**src/rtl/esn_operand_sequencer_pkg.sv**
```systemverilog
// Shared types and constants for the ESN operand sequencer.
package esn_seq_pkg;

  typedef enum logic [2:0] {
    ST_IDLE  = 3'd0,
    ST_RES   = 3'd1,
    ST_INP   = 3'd2,
    ST_BIAS  = 3'd3,
    ST_LEAK  = 3'd4,
    ST_OUT   = 3'd5,
    ST_DRAIN = 3'd6
  } seq_state_e;

  // Bit positions inside the operand-enable / tag vector (active-high here).
  localparam int EN_X1     = 0;
  localparam int EN_X2     = 1;
  localparam int EN_W      = 2;
  localparam int EN_WIN    = 3;
  localparam int EN_WINB   = 4;
  localparam int EN_WOUT   = 5;
  localparam int TAG_FIRST = 6;
  localparam int TAG_LAST  = 7;
  localparam int TAG_OUT   = 8;
  localparam int VEC_W     = 9;

  // Heap output register stage, extra X2 registers in the heap, and the
  // number of idle cycles needed to flush the enable delay line.
  localparam int HEAP_LAT  = 1;
  localparam int X2_EXTRA  = 2;
  localparam int DRAIN_LEN = 4;

endpackage

```
**src/rtl/esn_operand_sequencer_if.sv**
```systemverilog
// Control/address bundle between top-level control, ROMs/RAM and the heap.
interface esn_operand_sequencer_if #(
  parameter int N_RES  = 16,
  parameter int STEP_W = 16
);
  localparam int W_AW   = $clog2(N_RES * N_RES);
  localparam int IDX_W  = $clog2(N_RES);
  localparam int X_AW   = $clog2(N_RES + 1);

  logic              start;
  logic [STEP_W-1:0] steps;
  logic              busy;
  logic              done;
  logic [W_AW-1:0]   w_addr;
  logic [IDX_W-1:0]  win_addr;
  logic [IDX_W-1:0]  wout_addr;
  logic [X_AW-1:0]   x_addr;
  logic              x_bank;
  logic              EN_in_X1_n;
  logic              EN_in_X2_n;
  logic              EN_in_W_n;
  logic              EN_in_Win_n;
  logic              EN_in_Winb_n;
  logic              EN_in_Wout_n;
  logic              tag_first;
  logic              tag_last;
  logic              tag_out;

  modport master (
    output start, steps,
    input  busy, done, w_addr, win_addr, wout_addr, x_addr, x_bank,
    input  EN_in_X1_n, EN_in_X2_n, EN_in_W_n, EN_in_Win_n, EN_in_Winb_n, EN_in_Wout_n,
    input  tag_first, tag_last, tag_out
  );

  modport slave (
    input  start, steps,
    output busy, done, w_addr, win_addr, wout_addr, x_addr, x_bank,
    output EN_in_X1_n, EN_in_X2_n, EN_in_W_n, EN_in_Win_n, EN_in_Winb_n, EN_in_Wout_n,
    output tag_first, tag_last, tag_out
  );
endinterface

```
**src/rtl/esn_operand_sequencer_en_delay.sv**
```systemverilog
// Delay line for the enable/tag vector. X1/W/Win/Winb/Wout and the tags leave
// at TAP_A; the X2 bit continues through a short tail to TAP_B because the heap
// holds X2 back by additional registers. Enables are inverted to active-low.
module esn_en_delay
  import esn_seq_pkg::*;
#(
  parameter int TAP_A = 2,
  parameter int TAP_B = 4
) (
  input  logic             clk,
  input  logic             nrst,
  input  logic [VEC_W-1:0] i_vec,
  output logic             o_en_x1_n,
  output logic             o_en_x2_n,
  output logic             o_en_w_n,
  output logic             o_en_win_n,
  output logic             o_en_winb_n,
  output logic             o_en_wout_n,
  output logic             o_tag_first,
  output logic             o_tag_last,
  output logic             o_tag_out
);
  localparam int TAIL = TAP_B - TAP_A;

  logic [VEC_W-1:0] r_line    [TAP_A];
  logic             r_x2_tail [TAIL];

  // Shift the vector every cycle; reset clears every stage so no stale enable survives.
  always_ff @(posedge clk or negedge nrst) begin
    if (!nrst) begin
      for (int k = 0; k < TAP_A; k++) r_line[k] <= '0;
      for (int k = 0; k < TAIL; k++)  r_x2_tail[k] <= 1'b0;
    end else begin
      r_line[0] <= i_vec;
      for (int k = 1; k < TAP_A; k++) r_line[k] <= r_line[k-1];
      r_x2_tail[0] <= r_line[TAP_A-1][EN_X2];
      for (int k = 1; k < TAIL; k++)  r_x2_tail[k] <= r_x2_tail[k-1];
    end
  end

  assign o_en_x1_n   = ~r_line[TAP_A-1][EN_X1];
  assign o_en_w_n    = ~r_line[TAP_A-1][EN_W];
  assign o_en_win_n  = ~r_line[TAP_A-1][EN_WIN];
  assign o_en_winb_n = ~r_line[TAP_A-1][EN_WINB];
  assign o_en_wout_n = ~r_line[TAP_A-1][EN_WOUT];
  assign o_tag_first =  r_line[TAP_A-1][TAG_FIRST];
  assign o_tag_last  =  r_line[TAP_A-1][TAG_LAST];
  assign o_tag_out   =  r_line[TAP_A-1][TAG_OUT];
  assign o_en_x2_n   = ~r_x2_tail[TAIL-1];

endmodule

```
**src/rtl/esn_operand_sequencer.sv**
```systemverilog
// ESN operand sequencer: walks ROM/RAM addresses for each reservoir time step
// and emits heap operand enables aligned to the read + heap latency.
//
// state    | meaning
// ---------+----------------------------------------------------------
// ST_IDLE  | waiting for start; steps==0 completes immediately
// ST_RES   | W(i,j) * x(j) operands, N_RES cycles per neuron
// ST_INP   | Win(i) * u operand
// ST_BIAS  | Winb(i) operand, closes the neuron accumulation
// ST_LEAK  | previous state x(i) to the leak path (X2)
// ST_OUT   | Wout(j) * x_new(j) operands for the output layer
// ST_DRAIN | idle cycles flushing the enable delay line, then next step
module esn_operand_sequencer
  import esn_seq_pkg::*;
#(
  parameter int bit_length = 32,
  parameter int N_RES      = 16,
  parameter int STEP_W     = 16,
  parameter int RD_LAT     = 1
) (
  input logic                    clk,
  input logic                    nrst,
  esn_operand_sequencer_if.slave seq_bus
);
  localparam int W_AW  = $clog2(N_RES * N_RES);
  localparam int IDX_W = $clog2(N_RES);
  localparam int X_AW  = $clog2(N_RES + 1);
  localparam int DRN_W = $clog2(DRAIN_LEN);
  localparam int TAP_A = RD_LAT + HEAP_LAT;
  localparam int TAP_B = TAP_A + X2_EXTRA;
  localparam logic [IDX_W-1:0] IDX_LAST = IDX_W'(N_RES - 1);

  if (N_RES < 2 || N_RES > 256 || bit_length < 1 || RD_LAT < 1) begin : g_bad_param
    $error("esn_operand_sequencer: illegal parameter value");
  end

  seq_state_e        r_state, w_state_nxt;
  logic [IDX_W-1:0]  r_i, w_i_nxt;
  logic [IDX_W-1:0]  r_j, w_j_nxt;
  logic [W_AW-1:0]   r_w, w_w_nxt;
  logic [STEP_W-1:0] r_t, w_t_nxt;
  logic [STEP_W-1:0] r_steps, w_steps_nxt;
  logic              r_bank, w_bank_nxt;
  logic [DRN_W-1:0]  r_drain, w_drain_nxt;
  logic              r_done, w_done_nxt;

  logic [VEC_W-1:0]  w_vec;
  logic [W_AW-1:0]   w_w_addr;
  logic [IDX_W-1:0]  w_win_addr;
  logic [IDX_W-1:0]  w_wout_addr;
  logic [X_AW-1:0]   w_x_addr;
  logic              w_x_bank;

  // Next-state, counter updates, issued addresses and the undelayed enable vector.
  always_comb begin
    w_state_nxt = r_state;
    w_i_nxt     = r_i;
    w_j_nxt     = r_j;
    w_w_nxt     = r_w;
    w_t_nxt     = r_t;
    w_steps_nxt = r_steps;
    w_bank_nxt  = r_bank;
    w_drain_nxt = r_drain;
    w_done_nxt  = 1'b0;
    w_vec       = '0;
    w_w_addr    = '0;
    w_win_addr  = '0;
    w_wout_addr = '0;
    w_x_addr    = '0;
    w_x_bank    = 1'b0;

    case (r_state)
      ST_IDLE: begin
        if (seq_bus.start) begin
          w_steps_nxt = seq_bus.steps;
          w_t_nxt     = '0;
          w_bank_nxt  = 1'b0;
          w_i_nxt     = '0;
          w_j_nxt     = '0;
          w_w_nxt     = '0;
          if (seq_bus.steps == '0) w_done_nxt  = 1'b1;
          else                     w_state_nxt = ST_RES;
        end
      end

      ST_RES: begin
        w_w_addr         = r_w;
        w_x_addr         = X_AW'(r_j);
        w_x_bank         = r_bank;
        w_vec[EN_W]      = 1'b1;
        w_vec[EN_X1]     = 1'b1;
        w_vec[TAG_FIRST] = (r_j == '0);
        // r_w is a flat i*N_RES+j counter; it is cleared rather than allowed to roll over.
        if (r_j == IDX_LAST && r_i == IDX_LAST) w_w_nxt = '0;
        else                                    w_w_nxt = r_w + W_AW'(1);
        if (r_j == IDX_LAST) begin
          w_j_nxt     = '0;
          w_state_nxt = ST_INP;
        end else begin
          w_j_nxt = r_j + IDX_W'(1);
        end
      end

      ST_INP: begin
        w_x_addr      = X_AW'(N_RES);
        w_win_addr    = r_i;
        w_vec[EN_WIN] = 1'b1;
        w_vec[EN_X1]  = 1'b1;
        w_state_nxt   = ST_BIAS;
      end

      ST_BIAS: begin
        w_win_addr      = r_i;
        w_vec[EN_WINB]  = 1'b1;
        w_vec[TAG_LAST] = 1'b1;
        w_state_nxt     = ST_LEAK;
      end

      ST_LEAK: begin
        w_x_addr     = X_AW'(r_i);
        w_x_bank     = r_bank;
        w_vec[EN_X2] = 1'b1;
        w_j_nxt      = '0;
        if (r_i != IDX_LAST) begin
          w_i_nxt     = r_i + IDX_W'(1);
          w_state_nxt = ST_RES;
        end else begin
          w_i_nxt     = '0;
          w_state_nxt = ST_OUT;
        end
      end

      ST_OUT: begin
        w_wout_addr      = r_j;
        w_x_addr         = X_AW'(r_j);
        w_x_bank         = ~r_bank;
        w_vec[EN_WOUT]   = 1'b1;
        w_vec[EN_X1]     = 1'b1;
        w_vec[TAG_OUT]   = 1'b1;
        w_vec[TAG_FIRST] = (r_j == '0);
        w_vec[TAG_LAST]  = (r_j == IDX_LAST);
        if (r_j == IDX_LAST) begin
          w_j_nxt     = '0;
          w_drain_nxt = DRN_W'(DRAIN_LEN - 1);
          w_state_nxt = ST_DRAIN;
        end else begin
          w_j_nxt = r_j + IDX_W'(1);
        end
      end

      ST_DRAIN: begin
        if (r_drain == '0) begin
          w_t_nxt    = r_t + STEP_W'(1);
          w_bank_nxt = ~r_bank;
          w_i_nxt    = '0;
          w_j_nxt    = '0;
          w_w_nxt    = '0;
          if (r_t == r_steps - STEP_W'(1)) begin
            w_done_nxt  = 1'b1;
            w_state_nxt = ST_IDLE;
          end else begin
            w_state_nxt = ST_RES;
          end
        end else begin
          w_drain_nxt = r_drain - DRN_W'(1);
        end
      end

      default: w_state_nxt = ST_IDLE;
    endcase
  end

  // FSM state and run counters.
  always_ff @(posedge clk or negedge nrst) begin
    if (!nrst) begin
      r_state <= ST_IDLE;
      r_i     <= '0;
      r_j     <= '0;
      r_w     <= '0;
      r_t     <= '0;
      r_steps <= '0;
      r_bank  <= 1'b0;
      r_drain <= '0;
      r_done  <= 1'b0;
    end else begin
      r_state <= w_state_nxt;
      r_i     <= w_i_nxt;
      r_j     <= w_j_nxt;
      r_w     <= w_w_nxt;
      r_t     <= w_t_nxt;
      r_steps <= w_steps_nxt;
      r_bank  <= w_bank_nxt;
      r_drain <= w_drain_nxt;
      r_done  <= w_done_nxt;
    end
  end

  logic w_en_x1_n, w_en_x2_n, w_en_w_n, w_en_win_n, w_en_winb_n, w_en_wout_n;
  logic w_tag_first, w_tag_last, w_tag_out;

  esn_en_delay #(
    .TAP_A(TAP_A),
    .TAP_B(TAP_B)
  ) u_en_delay (
    .clk        (clk),
    .nrst       (nrst),
    .i_vec      (w_vec),
    .o_en_x1_n  (w_en_x1_n),
    .o_en_x2_n  (w_en_x2_n),
    .o_en_w_n   (w_en_w_n),
    .o_en_win_n (w_en_win_n),
    .o_en_winb_n(w_en_winb_n),
    .o_en_wout_n(w_en_wout_n),
    .o_tag_first(w_tag_first),
    .o_tag_last (w_tag_last),
    .o_tag_out  (w_tag_out)
  );

  assign seq_bus.busy         = (r_state != ST_IDLE);
  assign seq_bus.done         = r_done;
  assign seq_bus.w_addr       = w_w_addr;
  assign seq_bus.win_addr     = w_win_addr;
  assign seq_bus.wout_addr    = w_wout_addr;
  assign seq_bus.x_addr       = w_x_addr;
  assign seq_bus.x_bank       = w_x_bank;
  assign seq_bus.EN_in_X1_n   = w_en_x1_n;
  assign seq_bus.EN_in_X2_n   = w_en_x2_n;
  assign seq_bus.EN_in_W_n    = w_en_w_n;
  assign seq_bus.EN_in_Win_n  = w_en_win_n;
  assign seq_bus.EN_in_Winb_n = w_en_winb_n;
  assign seq_bus.EN_in_Wout_n = w_en_wout_n;
  assign seq_bus.tag_first    = w_tag_first;
  assign seq_bus.tag_last     = w_tag_last;
  assign seq_bus.tag_out      = w_tag_out;

endmodule

```
**src/flat_wrapper.sv**
```systemverilog
// flat-port wrapper written by rule: the top's interface ports become plain ports
module esn_operand_sequencer_flat import esn_seq_pkg::*;
#(
  parameter int bit_length = 32,
  parameter int N_RES      = 16,
  parameter int STEP_W     = 16,
  parameter int RD_LAT     = 1
)
  (clk, nrst, seq_bus_start, seq_bus_steps, seq_bus_busy, seq_bus_done, seq_bus_w_addr, seq_bus_win_addr, seq_bus_wout_addr, seq_bus_x_addr, seq_bus_x_bank, seq_bus_EN_in_X1_n, seq_bus_EN_in_X2_n, seq_bus_EN_in_W_n, seq_bus_EN_in_Win_n, seq_bus_EN_in_Winb_n, seq_bus_EN_in_Wout_n, seq_bus_tag_first, seq_bus_tag_last, seq_bus_tag_out);
  esn_operand_sequencer_if #(.N_RES(N_RES), .STEP_W(STEP_W)) seq_bus_i ();
  input logic clk;
  input logic nrst;
  input wire logic [$bits(seq_bus_i.start)-1:0] seq_bus_start;
  input wire logic [$bits(seq_bus_i.steps)-1:0] seq_bus_steps;
  output wire logic [$bits(seq_bus_i.busy)-1:0] seq_bus_busy;
  output wire logic [$bits(seq_bus_i.done)-1:0] seq_bus_done;
  output wire logic [$bits(seq_bus_i.w_addr)-1:0] seq_bus_w_addr;
  output wire logic [$bits(seq_bus_i.win_addr)-1:0] seq_bus_win_addr;
  output wire logic [$bits(seq_bus_i.wout_addr)-1:0] seq_bus_wout_addr;
  output wire logic [$bits(seq_bus_i.x_addr)-1:0] seq_bus_x_addr;
  output wire logic [$bits(seq_bus_i.x_bank)-1:0] seq_bus_x_bank;
  output wire logic [$bits(seq_bus_i.EN_in_X1_n)-1:0] seq_bus_EN_in_X1_n;
  output wire logic [$bits(seq_bus_i.EN_in_X2_n)-1:0] seq_bus_EN_in_X2_n;
  output wire logic [$bits(seq_bus_i.EN_in_W_n)-1:0] seq_bus_EN_in_W_n;
  output wire logic [$bits(seq_bus_i.EN_in_Win_n)-1:0] seq_bus_EN_in_Win_n;
  output wire logic [$bits(seq_bus_i.EN_in_Winb_n)-1:0] seq_bus_EN_in_Winb_n;
  output wire logic [$bits(seq_bus_i.EN_in_Wout_n)-1:0] seq_bus_EN_in_Wout_n;
  output wire logic [$bits(seq_bus_i.tag_first)-1:0] seq_bus_tag_first;
  output wire logic [$bits(seq_bus_i.tag_last)-1:0] seq_bus_tag_last;
  output wire logic [$bits(seq_bus_i.tag_out)-1:0] seq_bus_tag_out;
  assign seq_bus_i.start = seq_bus_start;
  assign seq_bus_i.steps = seq_bus_steps;
  assign seq_bus_busy = seq_bus_i.busy;
  assign seq_bus_done = seq_bus_i.done;
  assign seq_bus_w_addr = seq_bus_i.w_addr;
  assign seq_bus_win_addr = seq_bus_i.win_addr;
  assign seq_bus_wout_addr = seq_bus_i.wout_addr;
  assign seq_bus_x_addr = seq_bus_i.x_addr;
  assign seq_bus_x_bank = seq_bus_i.x_bank;
  assign seq_bus_EN_in_X1_n = seq_bus_i.EN_in_X1_n;
  assign seq_bus_EN_in_X2_n = seq_bus_i.EN_in_X2_n;
  assign seq_bus_EN_in_W_n = seq_bus_i.EN_in_W_n;
  assign seq_bus_EN_in_Win_n = seq_bus_i.EN_in_Win_n;
  assign seq_bus_EN_in_Winb_n = seq_bus_i.EN_in_Winb_n;
  assign seq_bus_EN_in_Wout_n = seq_bus_i.EN_in_Wout_n;
  assign seq_bus_tag_first = seq_bus_i.tag_first;
  assign seq_bus_tag_last = seq_bus_i.tag_last;
  assign seq_bus_tag_out = seq_bus_i.tag_out;
  esn_operand_sequencer #(.bit_length(bit_length), .N_RES(N_RES), .STEP_W(STEP_W), .RD_LAT(RD_LAT)) u_core (.clk(clk), .nrst(nrst), .seq_bus(seq_bus_i));
endmodule
```
**config.mk**
```make
export PLATFORM = sky130hd
export DESIGN_NAME = esn_operand_sequencer_flat
export DESIGN_NICKNAME = d
export VERILOG_FILES = /design/src/rtl/esn_operand_sequencer_pkg.sv /design/src/rtl/esn_operand_sequencer_if.sv /design/src/rtl/esn_operand_sequencer_en_delay.sv /design/src/rtl/esn_operand_sequencer.sv /design/src/flat_wrapper.sv
export SDC_FILE = /design/constraint.sdc
export NUM_CORES = 1
export LEC_CHECK = 0
export ABC_AREA = 1
export BUFFER_PORTS_ARGS = -buffer_cell sky130_fd_sc_hd__buf_2
export CELL_PAD_IN_SITES_DETAIL_PLACEMENT = 1
export CELL_PAD_IN_SITES_GLOBAL_PLACEMENT = 2
export CORE_MARGIN = 2
export CORE_UTILIZATION = 33
export DETAILED_ROUTE_END_ITERATION = 8
export PLACE_DENSITY = 0.82
export SLEW_MARGIN = 25
export SYNTH_ARGS = -nofsm -noshare
export SYNTH_HDL_FRONTEND = slang
export SYNTH_SLANG_ARGS = --single-unit
```
**constraint.sdc**
```tcl
create_clock -name clk -period 2 [get_ports clk]
set_input_delay 0 -clock clk [delete_from_list [all_inputs] [get_ports clk]]
set_output_delay 0 -clock clk [all_outputs]
set_load 0.1 [all_outputs]
```
== After elaboration in Yosys (flattened, before gate mapping) ==
Cells that the tools add are included.
Operators by class
  reduce and logical (&&, ||, !) cells: 22
  multiplexer cells: 45
  equality and inequality tests: 16
  add/subtract/negate cells: 6
  bitwise gates (word level): 7
Operators by type and width (number)
  $mux 16: 2
  $mux 8: 4
  $pmux 16 s2: 1
  $mux 4: 6
  $pmux 8 s3: 1
  $pmux 3 s7: 1
  $mux 3: 6
  $add 16x1->16 const B: 1
  $eq 16x16->1: 1
  $logic_not 16->1: 1
  $pmux 4 s4: 1
  $sub 16x1->16 const B: 1
  $pmux 5 s3: 1
  $reduce_and 3->1: 5
  $mux 1: 14
  $pmux 4 s3: 1
  $eq 3x3->1 const B: 3
  $reduce_bool 3->1: 3
  $add 4x1->4 const B: 2
  $add 8x1->8 const B: 1
  $eq 4x4->1 const B: 2
  $pmux 1 s2: 4
  $not 1->1: 7
  $eq 3x2->1 const B: 2
  17 further kinds: 25
Word-level totals
  word-level logic and storage cells: 109
  register bits after elaboration: 75

== Logic depth before layout (Yosys ltp) ==
  depth in word-level cells: 5
  mapped depth: 14
  gate-level depth less buffers: 13

== By module ==
Synthesis repeated with hierarchy kept, for this count alone.
Unflattened totals
  cells, all modules: 548
  area total of the unflattened synthesis: 4142.7 sq um
Modules (own cells, without submodules)
  esn_operand_sequencer: seq. area each 1376.3 sq um, cells an instance 522, area an instance 3619.7 sq um, times used 1
  esn_en_delay: seq. area each 500.5 sq um, cells an instance 26, area an instance 523.0 sq um, times used 1

== Least setup slack after synthesis ==
OpenSTA, ideal clock, no wires.
  path kind: register to output
  from: reg u_core.r_state[0]
  to: out seq_bus_x_bank
  setup slack: -1.089 ns
  cell stages (with the launch flop): 8
  data arrival time: 3.089 ns
  path buffers: 1
  data required time: 2.000 ns
  path through: dfrtp_1 buf_4 inv_2 nor2_4 inv_2 nor2_1 inv_1 o21ai_0
Between the ends
  word-level cells in the longest chain between the ends: 3
RTL lines
  start, declared: line esn_operand_sequencer.sv:37  | seq_state_e r_state, w_state_nxt;
  start signal, assigned: line esn_operand_sequencer.sv:186  | r_state <= w_state_nxt;
  $eq 3x1->1 or $eq 3x3->1 (tied branches): line esn_operand_sequencer.sv:72  | case (r_state)
  $reduce_or 2->1 (no line)
  $pmux 1 s2 *: line esn_operand_sequencer.sv:72
  end, declared: line flat_wrapper.sv:21  | output wire logic [$bits(seq_bus_i.x_bank)-1:0] seq_bus_x_bank;
Every way passes the cells marked *; elsewhere a longest branch is shown, timed or not.

== Worst setup path in the final report ==
  from: reg u_core.r_state[0]
  to: out seq_bus_w_addr[0]
Between the ends
  word-level cells in the longest chain between the ends: 2
RTL lines
  $eq 3x1->1: line esn_operand_sequencer.sv:72
  $mux 8: line esn_operand_sequencer.sv:72
  end, declared: line flat_wrapper.sv:17  | output wire logic [$bits(seq_bus_i.w_addr)-1:0] seq_bus_w_addr;
No other way between the ends.

==> results.md <==
- Max Cap Violations: 0
- Clock root cell: clkbuf_16
- Hold Fails Final Rpt: 0
- Slew @ Worst Pin: 0.5379 ns
- R2R Setup Slk: 0.14 ns
- VDD IR max: 0.0004321 V
- First-pass GRT wire length: 21,500 um
- Synth Instances: 579
- Synth async-reset ratio: 100.0%
- Port bufs: 51
- TritonCTS clock tree: yes
- CP endpoint kind: output pin
- CP startpoint kind: flip-flop
- Fillers: 1,582
- Via/cell ratio: 4.740
- Nets: 700
- Syn nets: 605
- Reg-to-Reg End: u_core.r_t[14]
- Layout Skew: 0.005287 ns
- Chip height: 117.8 um
- Placement Cell Area: 5194 um^2
- Synth-to-Final Area Change: 35.34%
- CORE AREA: 12,620 um^2
- Most common cell after layout, fill and taps aside: nand2_1
- Synth top area share: 42.78%
- Initial Util: 33.84%
- Die area: 13,870 um^2
- Critical Path Fanout Max: 8
- Post-synth top area cell: dfrtp_1
- Clock Latency Late Sink: 0.35 ns
- Number of flops mapped to enable cells by yosys: 0
- TritonCTS Sinks: 73
- Proportion of layout cells with a drive suffix above 1: 22.39%
- Antenna violations before repair: 0
- Sequential fraction of the synthesis area: 42.78%
- Top cells by area, synth: dfrtp_1 (43%), nand2_1 (12%), inv_1 (8.7%)
- Routability cong.: 0.8162
- DR DRC count: 0
- Unique masters post-synth: 41
- Initial DRC count: 126
- Diode count: 0
- Yosys warnings: 0
- Clock Pin Slew Worst Setup and Hold Paths: 0.06 ns
- Hold_ws: 0.1588 ns
- Routed via count: 4,034
- Drt wl/cell: 14.70 um
- Congestion Overflow GR: 0
- CP Class: flip-flop to output pin
- Synthesized flop and latch total: 73
- Most frequent cells in the layout: nand2_1 (134), inv_1 (93), dfrtp_1 (71)
- Clock buffer depth: 2
- CP arrival: 1.96 ns
- H-tree lvl count: 3
- R2R depth: 10
- Worst hold-check path type: input port to asynchronous set/reset pin
- Cell total after placement: 811
- Num CTS Buffers: 9
- Leak pwr: 3.050 nW
- Unrepaired setup endpoints after global routing: true
- Pwr/cell area: 556.9 nW/um^2
- Final Cycle Share: 97.82%
- Min Tclk post-route: 1.956 ns
- Syn Area/Cell: 7.375 um^2
- Row count: 41
- Rel. slew slack: 63.76%
- Multi-input gate area: 2118 um^2
- Setup-failing EPs final: 0
- Design Area, Final: 5779 um^2
- Post-Layout Cell Count: 851
- Vias in the first global route: 4,373
- Pre-Repair DR Iteration Count: 5
- GRT Total Usage: 19.26%
- Hpwl dp: 9509 um
- Largest net degree at the start of global routing: 40
- Post-Route WL: 12,510 um
- Max-slew violations: 0
- Setup_tns: 0 ns
- # IOs: 52
- Worst path required time: 2.00 ns
- Status: completed
- Chip width: 117.8 um
- Syn Std Cell Area: 4270 um^2
- Main synth FF type: dfrtp_1
- Register area: 1829 um^2
- RR Startpoint: u_core.r_state[0]
- Antenna-violating nets left: 0
- Highest Clock Rate: 511.1 MHz
-- registers in the layout (all words and copies together) (netlist names) --
signal / flops
u_core.seq_bus.done: 1
u_core.r_state: 3
u_core.r_t: 16
u_core.r_bank: 1
u_core.u_en_delay.o_tag_first: 1
u_core.r_drain: 2
u_core.u_en_delay.r_line: 14
u_core.u_en_delay.r_x2_tail: 2
u_core.u_en_delay.o_tag_last: 1
u_core.r_w: 8
u_core.r_j: 4
u_core.r_i: 4
u_core.r_steps: 16
-- through the flow --
step / utilization (%) / total power, mW / setup slack, ns
floorplan: - / 1.513 / -0.4825
CTS: 45.00 / 3.256 / 0.005626
detailed placement: 41.16 / 1.573 / -0.007489
global route: 45.80 / 3.311 / -0.03371
global placement: 41.16 / 1.571 / 0.007814
finish: 45.80 / 3.218 / 0.04356
-- report_power, final --
group	leakage (nW)	internal, mW	switching [mW]
Clock	0.148	0.991	0.658
Sequential	0.896	1.48	0
Combinational	2.01	0.0416	0.0510
-- cell families (layout without fill, tap and decap cells) --
logic type                 count (synthesis)  in the layout  share of synthesized area (%)
AOI/OAI and AO/OA                         79             79                          10.34
xor gates and xnor gates                  16             16                          3.281
adders and majority gates                  7              7                          2.051
buffers and inverters                    113            213                          10.28
DFF                                       73             73                          42.78
and+or+nand+nor                          291            291                          31.26
-- critical path, stage by stage (launching register included) --
cell,delay (ns)
dfrtp_2,0.45
inv_6,0.06
nor2_4,0.14
inv_4,0.08
nor2_4,0.10
buf_6,0.14
clkinvlp_4,0.23
nor2_2,0.21
buf_12,0.19
-- area by class of cell --
class / instances / share of cell area, %
Tap cell: 172 / 3.724
Clock inverter: 6 / 0.9959
Sequential cell: 73 / 31.65
Multi-Input combinational cell: 393 / 36.65
Inverter: 106 / 7.253
Clock buffer: 10 / 4.135
Timing Repair Buffer: 91 / 15.59
-- repair_timing --
item,4_1_cts,5_1_grt
endpoints found under the hold margin,50,0
pin swaps,0,5
buffers inserted,1,6
setup endpoints to repair,18,26
gates resized for setup,5,19
hold buffers,17,0
-- synthesized netlist by cell type (3+ instances only) --
cell	instances
nand3b_1	3
a21oi_1	16
o22ai_1	6
dfrtp_1	73
inv_2	4
nand2_1	135
nand2_4	4
xor2_1	12
inv_1	99
nor3_1	16
nand4_1	10
nand3_1	33
or2_2	3
nor2_2	3
clkbuf_1	4
ha_1	7
o21ai_0	43
xnor2_1	4
nor2_4	4
nor2_1	73
o31ai_1	3
-- layer usage --
layer / part of all wire [%] / up-vias / GRT usage, % / wire, um
li1: - / 2019 / - / -
met1: 45 / 1941 / 24.24 / 5669
met2: 50 / 56 / 32.99 / 6204
met3: 2.9 / 18 / 3.634 / 368
met4: 2.1 / 0 / 6.777 / 267
met5: 0 / - / 0 / 0
-- worst max-delay path by stage --
stage,startpoint,slack (ns),depth (start not counted),end
floorplan,u_core.r_state[0],-0.48,6,seq_bus_x_addr[0]
global placement,u_core.r_state[0],0.008,11,u_core.r_state[0]
detailed placement,u_core.r_state[0],-0.007,11,u_core.r_state[0]
CTS,u_core.r_state[1],0.006,5,seq_bus_x_addr[4]
global route,u_core.r_state[0],-0.03,8,seq_bus_w_addr[6]
finish,u_core.r_state[0],0.04,8,seq_bus_w_addr[0]
Note: power is estimated with default switching activity, not from simulation.
